===== config.mk =====
export PLATFORM = sky130hd
export DESIGN_NAME = mdu_controller
export DESIGN_NICKNAME = d
export VERILOG_FILES = /design/src/rtl/mdu_controller_pkg.sv /design/src/rtl/mdu_shift_step.sv /design/src/rtl/mdu_controller.sv
export SDC_FILE = /design/constraint.sdc
export NUM_CORES = 1
export LEC_CHECK = 0
export CAP_MARGIN = 20
export CORE_MARGIN = 5
export CORE_UTILIZATION = 35
export DETAILED_ROUTE_END_ITERATION = 16
export PLACE_DENSITY = 0.57
export SLEW_MARGIN = 5
export SYNTH_ARGS = -nofsm -noshare
export SYNTH_HDL_FRONTEND = slang
export SYNTH_SLANG_ARGS = --single-unit

===== constraint.sdc =====
create_clock -name clk -period 4 [get_ports clk]
set_input_delay 1 -clock clk [delete_from_list [all_inputs] [get_ports clk]]
set_output_delay 1 -clock clk [all_outputs]
set_load 0.005 [all_outputs]

===== src/rtl/mdu_controller_pkg.sv =====
`default_nettype none
// ============================================================================
// Module  : mdu_controller_pkg
// Brief   : Shared types for the multiply/divide unit (op codes, FSM states).
// Revision: 1.0
// ============================================================================
package mdu_controller_pkg;

  localparam int MDU_DATA_WIDTH = 32;
  localparam int MDU_ITER       = MDU_DATA_WIDTH;

  typedef enum logic [2:0] {
    MDU_MULT  = 3'd0,
    MDU_MULTU = 3'd1,
    MDU_DIV   = 3'd2,
    MDU_DIVU  = 3'd3,
    MDU_MFHI  = 3'd4,
    MDU_MFLO  = 3'd5,
    MDU_MTHI  = 3'd6,
    MDU_MTLO  = 3'd7
  } MduOp;

  typedef enum logic [1:0] {
    MDU_IDLE  = 2'd0,
    MDU_RUN   = 2'd1,
    MDU_FIXUP = 2'd2
  } MduState;

endpackage
`default_nettype wire


===== src/rtl/mdu_shift_step.sv =====
`default_nettype none
// ============================================================================
// Module  : mdu_shift_step
// Brief   : One combinational iteration of shift-add multiply / shift-subtract divide.
// Revision: 1.0
// ============================================================================
module mdu_shift_step #(
  parameter int DATA_WIDTH = 32
) (
  input  logic                  i_div,
  input  logic [DATA_WIDTH-1:0] i_acc,
  input  logic [DATA_WIDTH-1:0] i_work,
  input  logic [DATA_WIDTH-1:0] i_opnd,
  output logic [DATA_WIDTH-1:0] o_acc,
  output logic [DATA_WIDTH-1:0] o_work
);

  logic [DATA_WIDTH:0]   w_sum;
  logic [DATA_WIDTH:0]   w_trial;
  logic [DATA_WIDTH-1:0] w_diff;

  always_comb begin
    w_sum   = {1'b0, i_acc} + (i_work[0] ? {1'b0, i_opnd} : '0);
    w_trial = {i_acc, i_work[DATA_WIDTH-1]};
    // Remainder stays below the divisor, so the low bits of the difference suffice.
    w_diff  = w_trial[DATA_WIDTH-1:0] - i_opnd;
    o_acc   = w_sum[DATA_WIDTH:1];
    o_work  = {w_sum[0], i_work[DATA_WIDTH-1:1]};
    if (i_div) begin
      if (w_trial >= {1'b0, i_opnd}) begin
        o_acc  = w_diff;
        o_work = {i_work[DATA_WIDTH-2:0], 1'b1};
      end else begin
        o_acc  = w_trial[DATA_WIDTH-1:0];
        o_work = {i_work[DATA_WIDTH-2:0], 1'b0};
      end
    end
  end

endmodule
`default_nettype wire


===== src/rtl/mdu_controller.sv =====
`default_nettype none
// ============================================================================
// Module  : mdu_controller
// Brief   : Multi-cycle MULT/DIV sequencer owning HI/LO, with stall and flush handling.
// Revision: 1.0
// ============================================================================
module mdu_controller
  import mdu_controller_pkg::*;
#(
  parameter int DATA_WIDTH = MDU_ITER,
  parameter bit FAST_DIV0  = 1'b1
) (
  input  logic                  clk,
  input  logic                  rst,
  input  logic                  i_valid,
  input  logic [2:0]            i_op,
  input  logic [DATA_WIDTH-1:0] i_rs,
  input  logic [DATA_WIDTH-1:0] i_rt,
  input  logic                  i_flush,
  output logic                  o_ready,
  output logic                  o_stall,
  output logic [DATA_WIDTH-1:0] o_rd_data,
  output logic                  o_done,
  output logic                  o_busy
);

  localparam int C_CNT_W = (DATA_WIDTH > 1) ? $clog2(DATA_WIDTH) : 1;

  MduState               r_state, w_state_nxt;
  logic [C_CNT_W-1:0]    r_cnt;
  logic [DATA_WIDTH-1:0] r_hi, r_lo, r_acc, r_work, r_opnd;
  logic                  r_is_div, r_neg_res, r_neg_rem, r_div0;

  MduOp                  w_op;
  logic                  w_idle, w_accept, w_is_mul, w_is_div, w_signed;
  logic                  w_rs_neg, w_rt_neg, w_rt_zero, w_fast0;
  logic [DATA_WIDTH-1:0] w_rs_abs, w_rt_abs;
  logic [DATA_WIDTH-1:0] w_step_acc, w_step_work;
  logic [2*DATA_WIDTH-1:0] w_prod_fix;
  logic [DATA_WIDTH-1:0] w_quot_fix, w_rem_fix, w_res_hi, w_res_lo;

  assign w_op      = MduOp'(i_op);
  assign w_idle    = (r_state == MDU_IDLE);
  assign w_accept  = i_valid & w_idle & ~i_flush;
  assign w_is_mul  = (w_op == MDU_MULT) | (w_op == MDU_MULTU);
  assign w_is_div  = (w_op == MDU_DIV)  | (w_op == MDU_DIVU);
  assign w_signed  = (w_op == MDU_MULT) | (w_op == MDU_DIV);
  assign w_rs_neg  = w_signed & i_rs[DATA_WIDTH-1];
  assign w_rt_neg  = w_signed & i_rt[DATA_WIDTH-1];
  assign w_rs_abs  = w_rs_neg ? -i_rs : i_rs;
  assign w_rt_abs  = w_rt_neg ? -i_rt : i_rt;
  assign w_rt_zero = (i_rt == '0);
  assign w_fast0   = FAST_DIV0 & w_is_div & w_rt_zero;

  mdu_shift_step #(.DATA_WIDTH(DATA_WIDTH)) u_step (
    .i_div  (r_is_div),
    .i_acc  (r_acc),
    .i_work (r_work),
    .i_opnd (r_opnd),
    .o_acc  (w_step_acc),
    .o_work (w_step_work)
  );

  // Divide-by-zero leaves |rs| in the remainder path, so the normal remainder sign fix yields rs.
  assign w_prod_fix = r_neg_res ? -{r_acc, r_work} : {r_acc, r_work};
  assign w_quot_fix = r_div0 ? '1 : (r_neg_res ? -r_work : r_work);
  assign w_rem_fix  = r_neg_rem ? -r_acc : r_acc;
  assign w_res_hi   = r_is_div ? w_rem_fix  : w_prod_fix[2*DATA_WIDTH-1:DATA_WIDTH];
  assign w_res_lo   = r_is_div ? w_quot_fix : w_prod_fix[DATA_WIDTH-1:0];

  always_ff @(posedge clk) begin
    if (rst) r_state <= MDU_IDLE;
    else     r_state <= w_state_nxt;
  end

  always_comb begin
    w_state_nxt = r_state;
    o_ready     = w_idle;
    o_busy      = ~w_idle;
    o_done      = (r_state == MDU_FIXUP) & ~i_flush;
    o_stall     = i_valid & ~w_idle;
    o_rd_data   = '0;
    if (i_valid && w_idle) begin
      if (w_op == MDU_MFHI) o_rd_data = r_hi;
      if (w_op == MDU_MFLO) o_rd_data = r_lo;
    end
    case (r_state)
      MDU_IDLE:  if (w_accept && (w_is_mul || w_is_div))
                   w_state_nxt = w_fast0 ? MDU_FIXUP : MDU_RUN;
      MDU_RUN:   if (r_cnt == '0) w_state_nxt = MDU_FIXUP;
      MDU_FIXUP: w_state_nxt = MDU_IDLE;
      default:   w_state_nxt = MDU_IDLE;
    endcase
    if (i_flush && !w_idle) w_state_nxt = MDU_IDLE;
  end

  always_ff @(posedge clk) begin
    if (rst) begin
      r_cnt     <= '0;
      r_hi      <= '0;
      r_lo      <= '0;
      r_acc     <= '0;
      r_work    <= '0;
      r_opnd    <= '0;
      r_is_div  <= 1'b0;
      r_neg_res <= 1'b0;
      r_neg_rem <= 1'b0;
      r_div0    <= 1'b0;
    end else begin
      case (r_state)
        MDU_IDLE: if (w_accept) begin
          if (w_op == MDU_MTHI) r_hi <= i_rs;
          if (w_op == MDU_MTLO) r_lo <= i_rs;
          if (w_is_mul || w_is_div) begin
            r_cnt     <= C_CNT_W'(DATA_WIDTH - 1);
            r_opnd    <= w_rt_abs;
            r_acc     <= w_fast0 ? w_rs_abs : '0;
            r_work    <= w_rs_abs;
            r_is_div  <= w_is_div;
            r_neg_res <= w_rs_neg ^ w_rt_neg;
            r_neg_rem <= w_rs_neg;
            r_div0    <= w_is_div & w_rt_zero;
          end
        end
        MDU_RUN: if (!i_flush) begin
          r_acc  <= w_step_acc;
          r_work <= w_step_work;
          if (r_cnt != '0) r_cnt <= r_cnt - 1'b1;
        end
        MDU_FIXUP: if (!i_flush) begin
          r_hi <= w_res_hi;
          r_lo <= w_res_lo;
        end
        default: ;
      endcase
    end
  end

endmodule
`default_nettype wire

# Word level (Yosys, flattened, before mapping)
# Cells that the tools add are included.
# word_totals
register_bits	171
input_bits	71
word_cells	112
# classes
add_sub_neg	8
magnitude_cmp	1
n_eq_ne	18
mux	42
bitwise	13
reduce_logical	19
# op_table
cell	n
2-to-1 mux 32 bit	27
case mux 32 bit (2 select lines)	4
negation 32 bit	4
2-to-1 mux 64 bit	1
negation 64 bit	1
adder 32 x 33 -> 33 bit	1
greater-or-equal comparator 33 x 32 -> 1 bit	1
logical NOT 32 bit	1
subtractor 32 bit	1
2-to-1 mux 5 bit	4
== test 3 bit, second input constant	4
AND reduction 4 bit	3
inequality test 2 x 1 -> 1 bit, second input constant	5
case mux 5 bit (2 select lines)	1
inequality test 2 bit, second input constant	4
bitwise AND 1 bit	7
== test 3 x 2 -> 1 bit, second input constant	2
2-to-1 mux 2 bit	3
logical NOT 5 bit	1
AND reduction 5 bit	1
nonzero test 5 bit	1
subtractor 5 x 1 -> 5 bit, second input constant	1
case mux 2 bit (2 select lines)	1
nonzero test 2 bit	2
15 further kinds	20

# Depth between registers and ports, before layout
# Gate-level depths: netlist of the first run.
# depth
ltp_word	8
ltp_mapped	14
ltp_nobuf	13

# By module
# Synthesis of the first run repeated with hierarchy kept, for this count alone.
# unflattened
hier_cells	2155
area_unflattened_um2	15632.5
# modules_own_cells
module	instances	cells_each	area_per_inst_um2	seq_area_each_um2
mdu_controller	1	1484	10934.2	3423.3
mdu_shift_step	1	671	4698.3	0.0

# Worst setup path after synthesis of the first run
# OpenSTA, ideal clock, no wires.
# synth_path
path_kind	input to register
start	input port i_rt[0]
end	register r_acc[27]
setup_ps	101
arrival_time_ps	3221
slack_ps	678
stages	11
n_path_buf	0
cell_sequence	inv_1 > ha_1 > or3b_2 > nor4_2 > nand2_1 > or4_4 > nor2_8 > nand2_4 > o21ai_1 > a32oi_1 > o41ai_1
# synth_between
elab_chain_cells	6
# synth_lines
item	line	rtl
from (decl)	mdu_controller.sv:18	input logic [DATA_WIDTH-1:0] i_rt,
logical NOT 32 bit	mdu_controller.sv:52	assign w_rt_zero = (i_rt == '0);
bitwise AND 1 bit	mdu_controller.sv:53	assign w_fast0 = FAST_DIV0 & w_is_div & w_rt_zero;
2-to-1 mux 32 bit	mdu_controller.sv:117	r_acc <= w_fast0 ? w_rs_abs : '0;
2-to-1 mux 32 bit	mdu_controller.sv:114	if (w_is_mul || w_is_div) begin
2-to-1 mux 32 bit	mdu_controller.sv:111	MDU_IDLE: if (w_accept) begin
case mux 32 bit (2 select lines)	mdu_controller.sv:110	case (r_state)
to (signal assigned)	mdu_controller.sv:117	
to (signal assigned)	mdu_controller.sv:126	r_acc <= w_step_acc;
to (decl)	mdu_controller.sv:31	logic [DATA_WIDTH-1:0] r_hi, r_lo, r_acc, r_work, r_opnd;
# Every way passes these cells. The select of a mux whose other input is x is not followed.
# A chain may end at the register's enable or synchronous reset.

# Worst setup path after layout of the first run
# layout_path
start	input port i_op[1]
end	output port o_rd_data[16]
# layout_between
elab_chain_cells	4
# layout_lines
item	line	rtl
from (decl)	mdu_controller.sv:16	input logic [2:0] i_op,
== test 3 bit	mdu_controller.sv:84	if (w_op == MDU_MFHI) o_rd_data = r_hi;
2-to-1 mux 32 bit	mdu_controller.sv:84	
2-to-1 mux 32 bit (*)	mdu_controller.sv:85	if (w_op == MDU_MFLO) o_rd_data = r_lo;
2-to-1 mux 32 bit (*)	mdu_controller.sv:83	if (i_valid && w_idle) begin
to (decl)	mdu_controller.sv:22	output logic [DATA_WIDTH-1:0] o_rd_data,
# Mark *: on every way between the ends. The rest lies on a longest branch, timed or not.

==> reports/results.ini, run 1 <==
[routing]
drc=0
drtIter0Drc=1909
met3_wirelength_um=5240
top_layer=met4
drt_wl_total_um=65400
wire_per_inst_um=23.7
viasPerCell=6.12
route.vias.total=16900
dr.pass1.iters=6
wl_met2_um=30100
ant_nets=0
drt-met1-wl_um=28100

[timing]
tns_ps=0
fmax_mhz=259
fin_skew_ps=21.1
hold_viol=0
rsz0062_at_grt=no
setup_ws_ps=143
drv_slew=0
timing.slew.headroom_pct=40.5
setup_viol_count_final=0
worst_pin_slew_ps=891
period_needed_ps=3860
holdWs_ps=453
fin_crit_sh_pct=96.4

[layout]
layout_commonest_cell=nor2_1
diodes=0
stdcell_area_um2=18300
final_util_pct=43.5
area_growth_pct=22.6
most-common-layout-cells=nor2_1 (242), a21oi_1 (199), buf_4 (187)
fin_cells=2765
num-nets-final=2356
nFillCells=4267
drive_gt1_share_pct=13.2

[place]
hpwl_um=51100
gp_congestion=1.02
place_ws_ps=-93.5
placedCellCount=2730
numPortBuffers=106
place_area_um2=17700

[worst_setup_path]
cp_slowest_stage_delay_ps=510
crit_fanout=16
critical-path-top-delay-family=buffers and inverters
cp_slowest_cell=clkdlybuf4s50_1
arrival_ps=2860
crit_path_end_kind=output port
worst-setup-path-type=in -> out
cp.required_ps=3000
crit_buf_inv=5
crit_path_start_kind=primary input
worstPathCellList=clkdlybuf4s50_1 -> buf_4 -> nor3b_4 -> buf_4 -> clkbuf_16 -> a22oi_1 -> nor2_1 -> clkdlybuf4s50_1

[global_route]
antenna_found_initial=1
overflow=0
grt_max_degree=117
grt_usage_pct=26.9
grt_pass1_vias=15900
grt_pass1_wl_um=98600

[logic_synthesis]
synth_edf_count=0
synthesis.area_um2=15000
ys_ff_latch=171
syn-mean-instance-area_um2=7.31
synth_flop_cell=dfxtp_1
syn_nets=2190
async_flop_share_pct=0
synth.distinct_cells=91
synth-seq-area-share_pct=22.9
synthCells=2047
yosys_warnings=0

[floorplan]
die_h_um=217
rows=75
ios=107
core-area_um2=42100
initial_core_util_pct=35.5
die-area_um2=47000
die_w_um=217

[clocking]
clockBufferDepth=2
clk_pin_slew_ps=70
cts_tree=built
worstSkewPairLatency_ps=470
root_buffer=clkbuf_16
cts.sinks=171
htreeDepth=4
cts_buffers=17

[outcome]
status=finished, final reports clean

[power_and_ir_drop]
irDropWorstVdd_uv=241
power.total_mw=5.65
leakagePower_nw=6.99
power_per_cell_area_nw_per_um2=308

[hold_path]
hold_path.class=reg -> reg

[flow_run]
max-cap-violations=0

-- metal layers --
metal	up-vias	global-route usage [%]
met5	-	0
li1	7884	-
met1	8154	36.1
met2	780	44.0
met3	104	4.78
met4	0	8.37
-- cells in the mapped netlist, types with 27 or more instances --
master / instances / area share (%)
a21o_1: 33 / 1.7
xor2_1: 69 / 4.0
ha_1: 70 / 5.9
nand2_1: 160 / 4.0
a21oi_1: 201 / 6.7
and2_1: 30 / 1.3
dfxtp_1: 171 / 23
a22oi_1: 34 / 1.7
xnor2_1: 92 / 5.4
inv_1: 63 / 1.6
o221ai_1: 29 / 1.7
nand3_1: 37 / 1.2
o211ai_1: 27 / 1.4
nor2_1: 243 / 6.1
nor3_1: 35 / 1.2
a211oi_1: 107 / 5.4
o21ai_0: 109 / 3.6
clkbuf_1: 131 / 3.3
-- cells by family (layout without fill, tap and decap cells) --
logic type,count (synthesis),in the layout,share of synthesized area (%)
AOI/OAI and AO/OA,738,738,33.2
xor gates and xnor gates,161,161,9.43
adders and majority gates,72,72,6.12
buffers and inverters,218,397,5.72
DFF,171,171,22.9
muxes,12,12,0.811
and+or+nand+nor,675,675,21.9
-- layout make-up --
type / instances / area [µm²] / area share [%]
Multi-Input combinational cell: 1658 / 10800 / 58.7
Sequential cell: 171 / 3430 / 18.7
Timing Repair Buffer: 299 / 2610 / 14.2
Tap cell: 539 / 674 / 3.68
Clock buffer: 17 / 425 / 2.32
Inverter: 66 / 248 / 1.35
Clock inverter: 15 / 206 / 1.13
-- flip-flops by register name (all words and copies together) (netlist names) --
register	count
r_acc	32
r_work	32
r_hi	32
r_state	2
r_cnt	5
r_opnd	32
r_is_div	1
r_neg_res	1
r_div0	1
r_lo	32
r_neg_rem	1
-- worst paths after layout --
path | from | cells past startpoint | endpoint | slack, ps
worst min-delay path | r_lo[5] | 2 | r_lo[5] | 450
worst max-delay path | i_op[1] | 8 | o_rd_data[16] | 140
worst max register to register | r_work[0] | 14 | r_acc[28] | 240
worst min register to register | r_lo[5] | 2 | r_lo[5] | 450
-- worst reg2reg max path, cell delays in order (launching register included) --
cell and delay, ps:
dfxtp_2 370, clkinv_1 120, buf_4 350, nor2_1 140, ha_1 440, and4_1 320, nand3_1 160, nand2b_1 190
nor3_1 360, a311oi_1 140, buf_4 190, o21ai_1 250, mux2i_1 210, o21ai_0 150, a311oi_2 280
-- power by group --
part	internal [mW]	switching, mW	total [mW]
combinational	0.758	1.19	1.95
sequential	1.77	0.0916	1.87
clock	0.957	0.878	1.83
-- repair_timing --
item                       4_1_cts  5_1_grt
setup endpoints to repair        0       32
buffers inserted                 0        2
hold buffers                     0        0
resized for setup                0        6
Power figures use the tool's default switching activity.
==> inputs of run 2 (changes only) <==
--- a/config.mk
+++ b/config.mk
@@ -8,6 +8,7 @@
 export CAP_MARGIN = 20
 export CORE_MARGIN = 5
 export CORE_UTILIZATION = 35
+export CTS_CLUSTER_SIZE = 28
 export DETAILED_ROUTE_END_ITERATION = 16
 export PLACE_DENSITY = 0.57
 export SLEW_MARGIN = 5
==> results of run 2 <==
Final layout, timing and power as in run 1 (identical DEF).
